==> src/rtl/alu_mc.sv <==
// alu_mc: multi-cycle ALU. Single-cycle arithmetic, logic and shift ops complete
// one cycle after the start edge. MUL (shift-add) and DIV (restoring) iterate
// one bit per cycle and complete P_WIDTH+1 cycles after the start edge.
// The divider is built only when ALU_MC_DIV_EN is defined; otherwise DIV behaves
// like an unused opcode and O_REM is always 0.
module alu_mc #(
  parameter int P_WIDTH = 16
) (
  input  logic               I_CLK,
  input  logic               I_RESET,
  input  logic               I_START,
  input  logic [3:0]         I_OPCODE,
  input  logic [P_WIDTH-1:0] I_A,
  input  logic [P_WIDTH-1:0] I_B,
  output logic               O_BUSY,
  output logic               O_DONE,
  output logic [P_WIDTH-1:0] O_C,
  output logic [P_WIDTH-1:0] O_REM,
  output logic [4:0]         O_STATUS
);

  localparam int SHW = $clog2(P_WIDTH);

  localparam logic [3:0] OP_ADD  = 4'd0;
  localparam logic [3:0] OP_ADDC = 4'd1;
  localparam logic [3:0] OP_MUL  = 4'd2;
  localparam logic [3:0] OP_SUB  = 4'd3;
  localparam logic [3:0] OP_NOT  = 4'd4;
  localparam logic [3:0] OP_AND  = 4'd5;
  localparam logic [3:0] OP_OR   = 4'd6;
  localparam logic [3:0] OP_XOR  = 4'd7;
  localparam logic [3:0] OP_LSH  = 4'd8;
  localparam logic [3:0] OP_RSH  = 4'd9;
  localparam logic [3:0] OP_ALSH = 4'd10;
  localparam logic [3:0] OP_ARSH = 4'd11;
`ifdef ALU_MC_DIV_EN
  localparam logic [3:0] OP_DIV  = 4'd12;
`endif

  typedef enum logic [1:0] {
    IDLE,
`ifdef ALU_MC_DIV_EN
    DIV_RUN,
`endif
    MUL_RUN
  } state_t;

  state_t             state;
  state_t             state_next;
  logic [SHW-1:0]     count;
  logic               last_iter;
  logic               start_multi;
  logic [P_WIDTH-1:0] op_a;
  logic [P_WIDTH-1:0] op_b;
  logic [P_WIDTH-1:0] acc;
  logic [P_WIDTH-1:0] mul_acc_next;
  logic [SHW-1:0]     shamt;
  logic [P_WIDTH:0]   sum;
  logic [P_WIDTH-1:0] alu_c;
  logic [4:0]         alu_status;
  logic               carry;
  logic               low;
  logic               flag;
  logic               neg;
  logic               zero_en;

  assign shamt     = I_A[SHW-1:0];
  assign last_iter = (count == SHW'(P_WIDTH - 1));
  assign O_BUSY    = (state != IDLE);

`ifdef ALU_MC_DIV_EN
  assign start_multi = (I_OPCODE == OP_MUL) || (I_OPCODE == OP_DIV);
`else
  assign start_multi = (I_OPCODE == OP_MUL);
`endif

  // Multiplier step: add the shifted multiplicand when the current multiplier bit is set
  assign mul_acc_next = op_b[0] ? (acc + op_a) : acc;

`ifdef ALU_MC_DIV_EN
  logic [P_WIDTH:0]   div_shift;
  logic [P_WIDTH:0]   div_trial;
  logic               div_ok;
  logic [P_WIDTH-1:0] rem_next;
  logic [P_WIDTH-1:0] quo_next;

  // Restoring divider step: bring down the next dividend bit and try subtracting the divisor
  assign div_shift = {acc, op_b[P_WIDTH-1]};
  assign div_trial = div_shift - {1'b0, op_a};
  assign div_ok    = ~div_trial[P_WIDTH];
  assign rem_next  = div_ok ? div_trial[P_WIDTH-1:0] : div_shift[P_WIDTH-1:0];
  assign quo_next  = {op_b[P_WIDTH-2:0], div_ok};
`endif

  // Single-cycle result and flags, computed as I_B op I_A
  always_comb begin
    alu_c   = '0;
    sum     = '0;
    carry   = 1'b0;
    low     = 1'b0;
    flag    = 1'b0;
    neg     = 1'b0;
    zero_en = 1'b1;
    case (I_OPCODE)
      OP_ADD, OP_ADDC: begin
        sum   = {1'b0, I_B} + {1'b0, I_A} + {{P_WIDTH{1'b0}}, (I_OPCODE == OP_ADDC)};
        alu_c = sum[P_WIDTH-1:0];
        carry = sum[P_WIDTH];
        low   = (I_B > I_A);
        flag  = (I_A[P_WIDTH-1] == I_B[P_WIDTH-1]) && (alu_c[P_WIDTH-1] != I_A[P_WIDTH-1]);
        neg   = ((I_A[P_WIDTH-1] ^ I_B[P_WIDTH-1]) & alu_c[P_WIDTH-1]) |
                (I_A[P_WIDTH-1] & I_B[P_WIDTH-1]);
      end
      OP_SUB: begin
        alu_c = I_B - I_A;
        carry = (I_B > I_A);
        low   = (I_B > I_A);
        flag  = (I_A[P_WIDTH-1] != I_B[P_WIDTH-1]) && (alu_c[P_WIDTH-1] != I_B[P_WIDTH-1]);
        neg   = ($signed(I_B) > $signed(I_A));
      end
      OP_NOT:  alu_c = ~I_A;
      OP_AND:  alu_c = I_B & I_A;
      OP_OR:   alu_c = I_B | I_A;
      OP_XOR:  alu_c = I_B ^ I_A;
      OP_LSH:  alu_c = I_B << shamt;
      OP_ALSH: alu_c = I_B << shamt;
      OP_RSH:  alu_c = I_B >> shamt;
      OP_ARSH: alu_c = $signed(I_B) >>> shamt;
      default: zero_en = 1'b0;
    endcase
    alu_status = {neg, zero_en && (alu_c == '0), flag, low, carry};
  end

  // State register
  always_ff @(posedge I_CLK or posedge I_RESET) begin
    if (I_RESET) state <= IDLE;
    else         state <= state_next;
  end

  // Next-state logic: leave IDLE only for iterative ops, return after the last iteration
  always_comb begin
    state_next = state;
    case (state)
      IDLE: begin
        if (I_START && (I_OPCODE == OP_MUL)) state_next = MUL_RUN;
`ifdef ALU_MC_DIV_EN
        if (I_START && (I_OPCODE == OP_DIV)) state_next = DIV_RUN;
`endif
      end
      MUL_RUN: if (last_iter) state_next = IDLE;
`ifdef ALU_MC_DIV_EN
      DIV_RUN: if (last_iter) state_next = IDLE;
`endif
      default: state_next = IDLE;
    endcase
  end

  // Datapath: latch operands at start, iterate while busy, publish results only on completion
  always_ff @(posedge I_CLK or posedge I_RESET) begin
    if (I_RESET) begin
      op_a     <= '0;
      op_b     <= '0;
      acc      <= '0;
      count    <= '0;
      O_DONE   <= 1'b0;
      O_C      <= '0;
      O_REM    <= '0;
      O_STATUS <= '0;
    end else begin
      O_DONE <= 1'b0;
      case (state)
        IDLE: begin
          if (I_START) begin
            if (start_multi) begin
              op_a  <= I_A;
              op_b  <= I_B;
              acc   <= '0;
              count <= '0;
            end else begin
              O_C      <= alu_c;
              O_REM    <= '0;
              O_STATUS <= alu_status;
              O_DONE   <= 1'b1;
            end
          end
        end
        MUL_RUN: begin
          acc   <= mul_acc_next;
          op_a  <= op_a << 1;
          op_b  <= op_b >> 1;
          count <= count + SHW'(1);
          if (last_iter) begin
            count    <= '0;
            O_C      <= mul_acc_next;
            O_REM    <= '0;
            O_STATUS <= '0;
            O_DONE   <= 1'b1;
          end
        end
`ifdef ALU_MC_DIV_EN
        DIV_RUN: begin
          acc   <= rem_next;
          op_b  <= quo_next;
          count <= count + SHW'(1);
          if (last_iter) begin
            count    <= '0;
            O_C      <= quo_next;
            O_REM    <= rem_next;
            O_STATUS <= {1'b0, (quo_next == '0), (op_a == '0), 2'b00};
            O_DONE   <= 1'b1;
          end
        end
`endif
        default: ;
      endcase
    end
  end

endmodule

==> config.mk <==
export PLATFORM = sky130hd
export DESIGN_NAME = alu_mc
export DESIGN_NICKNAME = d
export VERILOG_FILES = /design/src/rtl/alu_mc.sv
export SDC_FILE = /design/constraint.sdc
export NUM_CORES = 1
export LEC_CHECK = 0
export CAP_MARGIN = 10
export CELL_PAD_IN_SITES_DETAIL_PLACEMENT = 1
export CELL_PAD_IN_SITES_GLOBAL_PLACEMENT = 1
export CORE_MARGIN = 2
export CORE_UTILIZATION = 46
export CTS_BUF_LIST = sky130_fd_sc_hd__clkbuf_2
export DETAILED_ROUTE_END_ITERATION = 8
export GPL_ROUTABILITY_DRIVEN = 0
export PLACE_DENSITY = 0.86
export RECOVER_POWER = 100
export SKIP_LAST_GASP = 1
export SLEW_MARGIN = 20
export SYNTH_ARGS = -nofsm -noshare
export SYNTH_HDL_FRONTEND = slang
export SYNTH_SLANG_ARGS = --single-unit
export TNS_END_PERCENT = 5
==> constraint.sdc <==
create_clock -name I_CLK -period 4.3 [get_ports I_CLK]
set_clock_uncertainty 0.1 [all_clocks]
set_input_delay 0.86 -clock I_CLK [delete_from_list [all_inputs] [get_ports I_CLK]]
set_output_delay 0.86 -clock I_CLK [all_outputs]
set_load 0.1 [all_outputs]
== After elaboration in Yosys (flattened, before gate mapping) ==
Cells that the tools add are included.

* Bits in registers: 92
* Bits of input ports: 39
* Output and inout port bits: 39
* Logic and storage cells: 104

* Add/sub/neg operators: 5
* Order comparisons: 2
* Eq/ne operators: 22
* Shift-type cells: 3
* Mux-type cells: 39
* Bitwise operators: 8
* Reduce and logical (&&, ||, !) cells: 16

{| class="wikitable"
|+ Operator list
! operator !! number
|-
| 2-to-1 mux 16 bit || 13
|-
| case mux 16 bit (2 select lines) || 5
|-
| case mux 16 bit (9 select lines) || 1
|-
| greater-than comparator 16 bit || 2
|-
| equality test 4 bit (second input constant) || 5
|-
| adder 16 x 16 -> 17 bit || 1
|-
| adder 17 x 1 -> 17 bit || 1
|-
| adder 16 bit || 1
|-
| bitwise AND 16 bit || 1
|-
| equality test 4 x 3 -> 1 bit (second input constant) || 4
|-
| zero test 16 bit || 1
|-
| inverter 16 bit || 1
|-
| OR 16 bit || 1
|-
| left shift 16 x 4 -> 16 bit || 1
|-
| right shift 16 x 4 -> 16 bit || 1
|-
| >>> shifter 16 x 4 -> 16 bit || 1
|-
| subtractor 16 bit || 1
|-
| XOR 16 bit || 1
|-
| 2-to-1 mux 5 bit || 3
|-
| 2-to-1 mux 4 bit || 3
|-
| OR reduction 11 bit || 1
|-
| inequality test 2 bit (second input constant) || 5
|-
| case mux 5 bit (2 select lines) || 1
|-
| equality test 4 x 2 -> 1 bit (second input constant) || 2
|-
| 22 further kinds || 38
|}

== Depth between registers and ports, before layout ==
* Depth in word-level cells: 8
* Depth in mapped cells: 21

== Worst setup path before layout ==
Ideal clock, no wire load.

* Path type: in2reg
* Start point: in I_OPCODE[1]
* End point: reg O_STATUS[3]
* Library setup time: 0.104 ns
* Arrival: 4.948 ns
* Data required time: 4.096 ns
* Slack: -0.852 ns
* Stages on the path: 21
* Path buffers: 3
* Cell sequence: buf_4 > buf_2 > nor3_1 > clkbuf_1 > nand2_1 > fa_1 > nand2b_1 > a211oi_1 > o2111ai_1 > nand2_1 > a41oi_1 > nand2_1 > a21o_1 > a21o_1 > a21oi_1 > fa_1 > o211ai_1 > or3_1 > a21oi_1 > inv_1 > o41ai_2

* Word-level cells in the longest chain between the ends: 8

{| class="wikitable"
|+ Ends and longest elaborated chain
! element !! RTL line !! text
|-
| start, declared || 12 || <nowiki>input logic [3:0] I_OPCODE,</nowiki>
|-
| equality test 4 x 1 -> 1 bit (tied with other cells) || - ||
|-
| adder 17 x 1 -> 17 bit (tied with other cells) || 106 || <nowiki>sum = {1'b0, I_B} + {1'b0, I_A} + {{P_WIDTH{1'b0}}, (I_OPCODE == OP_ADDC)};</nowiki>
|-
| case mux 16 bit (9 select lines) || 104 || <nowiki>case (I_OPCODE)</nowiki>
|-
| zero test 16 bit || 131 || <nowiki>alu_status = {neg, zero_en && (alu_c == '0), flag, low, carry};</nowiki>
|-
| logical AND 1 bit || 131 ||
|-
| 2-to-1 mux 5 bit || 174 || <nowiki>if (start_multi) begin</nowiki>
|-
| 2-to-1 mux 5 bit || 173 || <nowiki>if (I_START) begin</nowiki>
|-
| case mux 5 bit (2 select lines) || 171 || <nowiki>case (state)</nowiki>
|-
| end signal, assigned || 182 || <nowiki>O_STATUS <= alu_status;</nowiki>
|-
| end, declared || 19 || <nowiki>output logic [4:0] O_STATUS</nowiki>
|}

Several ways; a longest one is shown, not always the timed one. The select of a mux whose other input is x is not followed.
A chain may end at the register's enable or synchronous reset.

== Worst setup path after layout ==
* Start point: in I_B[14]
* End point: reg O_STATUS[3]

* Word-level cells in the longest chain between the ends: 8

{| class="wikitable"
|+ Ends and longest elaborated chain
! element !! RTL line !! text
|-
| start, declared || 14 || <nowiki>input logic [P_WIDTH-1:0] I_B,</nowiki>
|-
| adder 16 x 16 -> 17 bit || 106 ||
|-
| adder 17 x 1 -> 17 bit || 106 ||
|-
| case mux 16 bit (9 select lines) * || 104 ||
|-
| zero test 16 bit * || 131 ||
|-
| logical AND 1 bit * || 131 ||
|-
| 2-to-1 mux 5 bit * || 174 ||
|-
| 2-to-1 mux 5 bit * || 173 ||
|-
| case mux 5 bit (2 select lines) * || 171 ||
|}

Every way passes the cells marked *; elsewhere a longest branch is shown, timed or not. The select of a mux whose other input is x is not followed.

==> impl_metrics.py <==
metrics = {
    "run_status": {
        "status": "finished with violations",
        "violations": "max-capacitance violations, max-slew violations, negative setup slack",
    },
    "placement": {
        "dpl_cell_area_um2": 10700,
        "dp_hpwl_mm": 29.1,
        "numPortBuffers": 61,
        "dp_cells": 1505,
        "dpl_worst_slack_ps": -957,
    },
    "synthesis": {
        "synthArstFlopShare": 1.00,
        "yosysSeqAreaShare": 0.217,
        "synthFlopType": "dfrtp_1",
        "synth-edff-count": 0,
        "ys_warn_count": 0,
        "synth_seq_cells": 75,
        "syn_area_um2": 8650,
        "syn-instance-count": 1081,
        "ys_types": 87,
        "syn_area_per_cell_um2": 8.00,
    },
    "power": {
        "p_int_uw": 2000,
        "p_leak_uw": 0.00510,
        "power_uw": 4340,
        "power_density_nw_per_um2": 394,
        "seqPwrFrac": 0.262,
        "comb_power_share": 0.626,
        "p_sw_frac": 0.538,
        "ir_worst_vdd_mv": 0.453,
        "p_sw_uw": 2330,
        "p_clk_frac": 0.112,
    },
    "grt": {
        "grt_most_used_layer": "met2",
        "grt_start_max_net_pins": 83,
        "gr-total-overflow": 0,
        "grtUsageMet3": 0.0774,
        "use_met2": 0.620,
        "grt_pass1_vias": 10600,
        "antenna_found_initial": 0,
        "gr-usage-met1": 0.476,
        "grt_pass1_wl_mm": 59.8,
        "track_usage": 0.386,
    },
    "timing": {
        "hold_viol": 0,
        "max_freq_mhz": 227,
        "setup_ws_ps": -111,
        "slew_violations": 35,
        "slew_headroom": -0.0962,
        "rsz0062_at_grt": "yes",
        "report.final.setup_viol": 1,
        "fin_crit_ps": 4410,
        "worst_slew_pin_slew_ps": 1640,
        "fin_crit_sh": 1.03,
    },
    "detailed_routing": {
        "vias_per_cell": 6.60,
        "first_pass_iters": 9,
        "vias": 10100,
        "drt_iter0_drc": 1072,
        "detail-route-antenna-nets": 0,
        "wl_per_cell_um": 25.2,
        "drc": 0,
        "routed_wl_mm": 38.4,
    },
    "cells_and_area": {
        "nets": 1395,
        "fillers": 2273,
        "area_delta_synth_final_pct": 27.1,
        "antennaDiodeCount": 0,
        "seqCellArea_um2": 1880,
        "multi_input_area_um2": 6320,
        "fin_cells": 1525,
        "fin_area_um2": 11000,
        "layout-drive-gt1-share": 0.249,
    },
    "worst_setup_path": {
        "cp.required_ps": 4700,
        "r2r_end": "O_STATUS[3]",
        "critical_path_arrival_ps": 4810,
        "path_buf_inv": 2,
        "end_kind": "register",
        "startpoint_type": "primary input",
        "r2r_cells": 9,
        "path_cells": "clkdlybuf4s50_1 -> buf_4 -> mux4_2 -> mux2_2 -> a22oi_2 -> nand3_2 -> nor4_2 -> nand4_1 -> or4_1 -> or4b_4 -> o41ai_4",
        "slowest_stage": "or4_1",
        "timing.rr.start": "state[0]",
        "path_delay_family": "simple AND/OR/NAND/NOR gates",
        "regToRegSetupSlack_ps": 660,
        "crit_fanout": 5,
        "slowest_delay_ps": 610,
        "worstSetupPathType": "primary input to register",
    },
    "floorplan": {
        "fp.dieW_um": 141,
        "design.core.area_um2": 18600,
        "die_area_um2": 19900,
        "die_h_um": 141,
        "io_pins": 78,
        "rows": 50,
        "initial_core_util": 0.466,
    },
    "clocking": {
        "clock_latency_ps": 580,
        "cts_buffers": 9,
        "postCtsHoldBufs": 0,
        "cts_root_buf": "clkbuf_2",
        "cts.path.max_buffers": 2,
        "cts_tree": "yes",
        "htree_levels": 3,
        "cts.sinks": 75,
        "clk_pin_slew_worst_paths_ps": 240,
    },
    "hold_path": {
        "hold_depth": 2,
        "holdPathEnd": "O_C[1]",
        "hold_path_class": "register to register",
        "hold_start": "O_C[1]",
    },
    "job": {
        "cap_violations": 1,
    },
}
==> kinds of logic after synthesis <==
kind of cell,Yosys count,synth area share
and+or+nand+nor,355,0.189
AOI/OAI and AO/OA,333,0.255
buffers and inverters,149,0.0813
muxes,75,0.128
DFF,75,0.217
adders and majority gates,70,0.106
xor gates and xnor gates,23,0.0233
other,1,0.000433
==> metrics by stage <==
stage                     hold slack (ps)  utilization  setup TNS, ps
after CTS                             428        0.588              0
final                                 424        0.592           -111
after global routing                  446        0.592          -83.7
after detailed placement              385        0.578          -3490
after floorplan                       350            -           -961
after global placement                362        0.578          -2120
==> Yosys cell counts (5+ instances only) <==
library cell,instances,area share
o21ai_0,77,0.045
fa_1,5,0.012
o221ai_1,8,0.0081
o21a_1,7,0.0061
nand2b_1,15,0.011
mux2_2,16,0.021
nor2_1,100,0.043
a21o_1,14,0.012
nor4_1,7,0.0051
nand3_1,17,0.0098
nor2b_1,9,0.0065
or3_1,8,0.0058
ha_1,65,0.094
a21oi_1,88,0.051
mux2i_1,31,0.036
a221o_1,6,0.0069
buf_1,10,0.0043
nand2_1,132,0.057
xor2_1,8,0.0081
a221oi_1,8,0.0081
a31oi_1,9,0.0065
buf_6,5,0.0065
xnor2_1,15,0.015
clkbuf_1,41,0.018
nor3b_1,6,0.0052
buf_2,16,0.0093
a211o_1,6,0.0061
dfrtp_1,75,0.22
inv_1,52,0.023
a211oi_1,13,0.011
buf_4,20,0.017
and2_1,6,0.0043
o22ai_1,10,0.0072
a22oi_1,12,0.010
o211ai_1,17,0.015
mux4_2,26,0.068
nor3_1,26,0.015
==> worst reg2reg max path, stage by stage (launching register included) <==
cell     delay (ps)
dfrtp_2         450
inv_1           400
nand2_1         190
nor2_1          210
nand2_1         160
nor4_2          360
nand4_1         210
or4_1           610
or4b_4          570
o41ai_4         330
==> registers in the layout, summed over array words and instances (netlist names) <==
signal / flops
O_C: 16
acc: 16
op_a: 16
op_b: 16
O_STATUS: 5
count: 4
O_DONE: 1
state: 1
==> cells in the final DEF, fill, tap and decap left out, drive strengths merged, types with 29 or more instances in the layout <==
cell type,netlist,routed
ha,65,65
clkdlybuf4s50,0,29
o21ai,78,78
inv,54,55
nor2,101,101
mux2i,31,31
buf,52,205
dfrtp,75,75
nand2,132,132
a21oi,89,89
==> area by class of cell <==
class                   instances  area share
clock buffers                  10     0.00455
clock inverters                 6     0.00808
inverters                      56      0.0192
multi-input cells             872       0.575
flip-flops and latches         75       0.171
well taps                     234      0.0266
repair buffers                272       0.195
==> metal layers <==
metal	wire length [µm]	part of all wire	up-vias
li1	-	-	4330
met1	14500	0.38	4889
met2	17400	0.45	638
met3	3520	0.092	210
met4	3020	0.079	0
met5	0	0	-
==> worst max path at each step <==
| stage | from | endpoint | depth (start not counted) |
|---|---|---|---|
| 3_5_place_dp | I_OPCODE[3] | O_STATUS[3] | 14 |
| 3_3_place_gp | I_OPCODE[3] | O_STATUS[3] | 14 |
| 6_report | I_B[14] | O_STATUS[3] | 11 |
| 4_1_cts | I_OPCODE[1] | O_STATUS[3] | 19 |
| 5_1_grt | I_A[2] | O_STATUS[3] | 11 |
| 2_1_floorplan | I_OPCODE[3] | O_STATUS[3] | 16 |
==> power by group through the flow <==
stage	registers (µW)	logic, µW	clock network, µW
after detailed placement	1140	2650	0
after global placement	1130	2520	0
final	1140	2720	485
after CTS	1130	2690	492
after global routing	1160	2880	518
after floorplan	1680	1250	0
==> what timing repair did <==
action | in CTS | in global routing
gates resized for setup | 11 | 32
setup endpoints to repair | 2 | 3
gates cloned | 0 | 0
buffers inserted | 1 | 3
pin swaps | 9 | 20
Note: power is estimated with default switching activity, not from simulation.
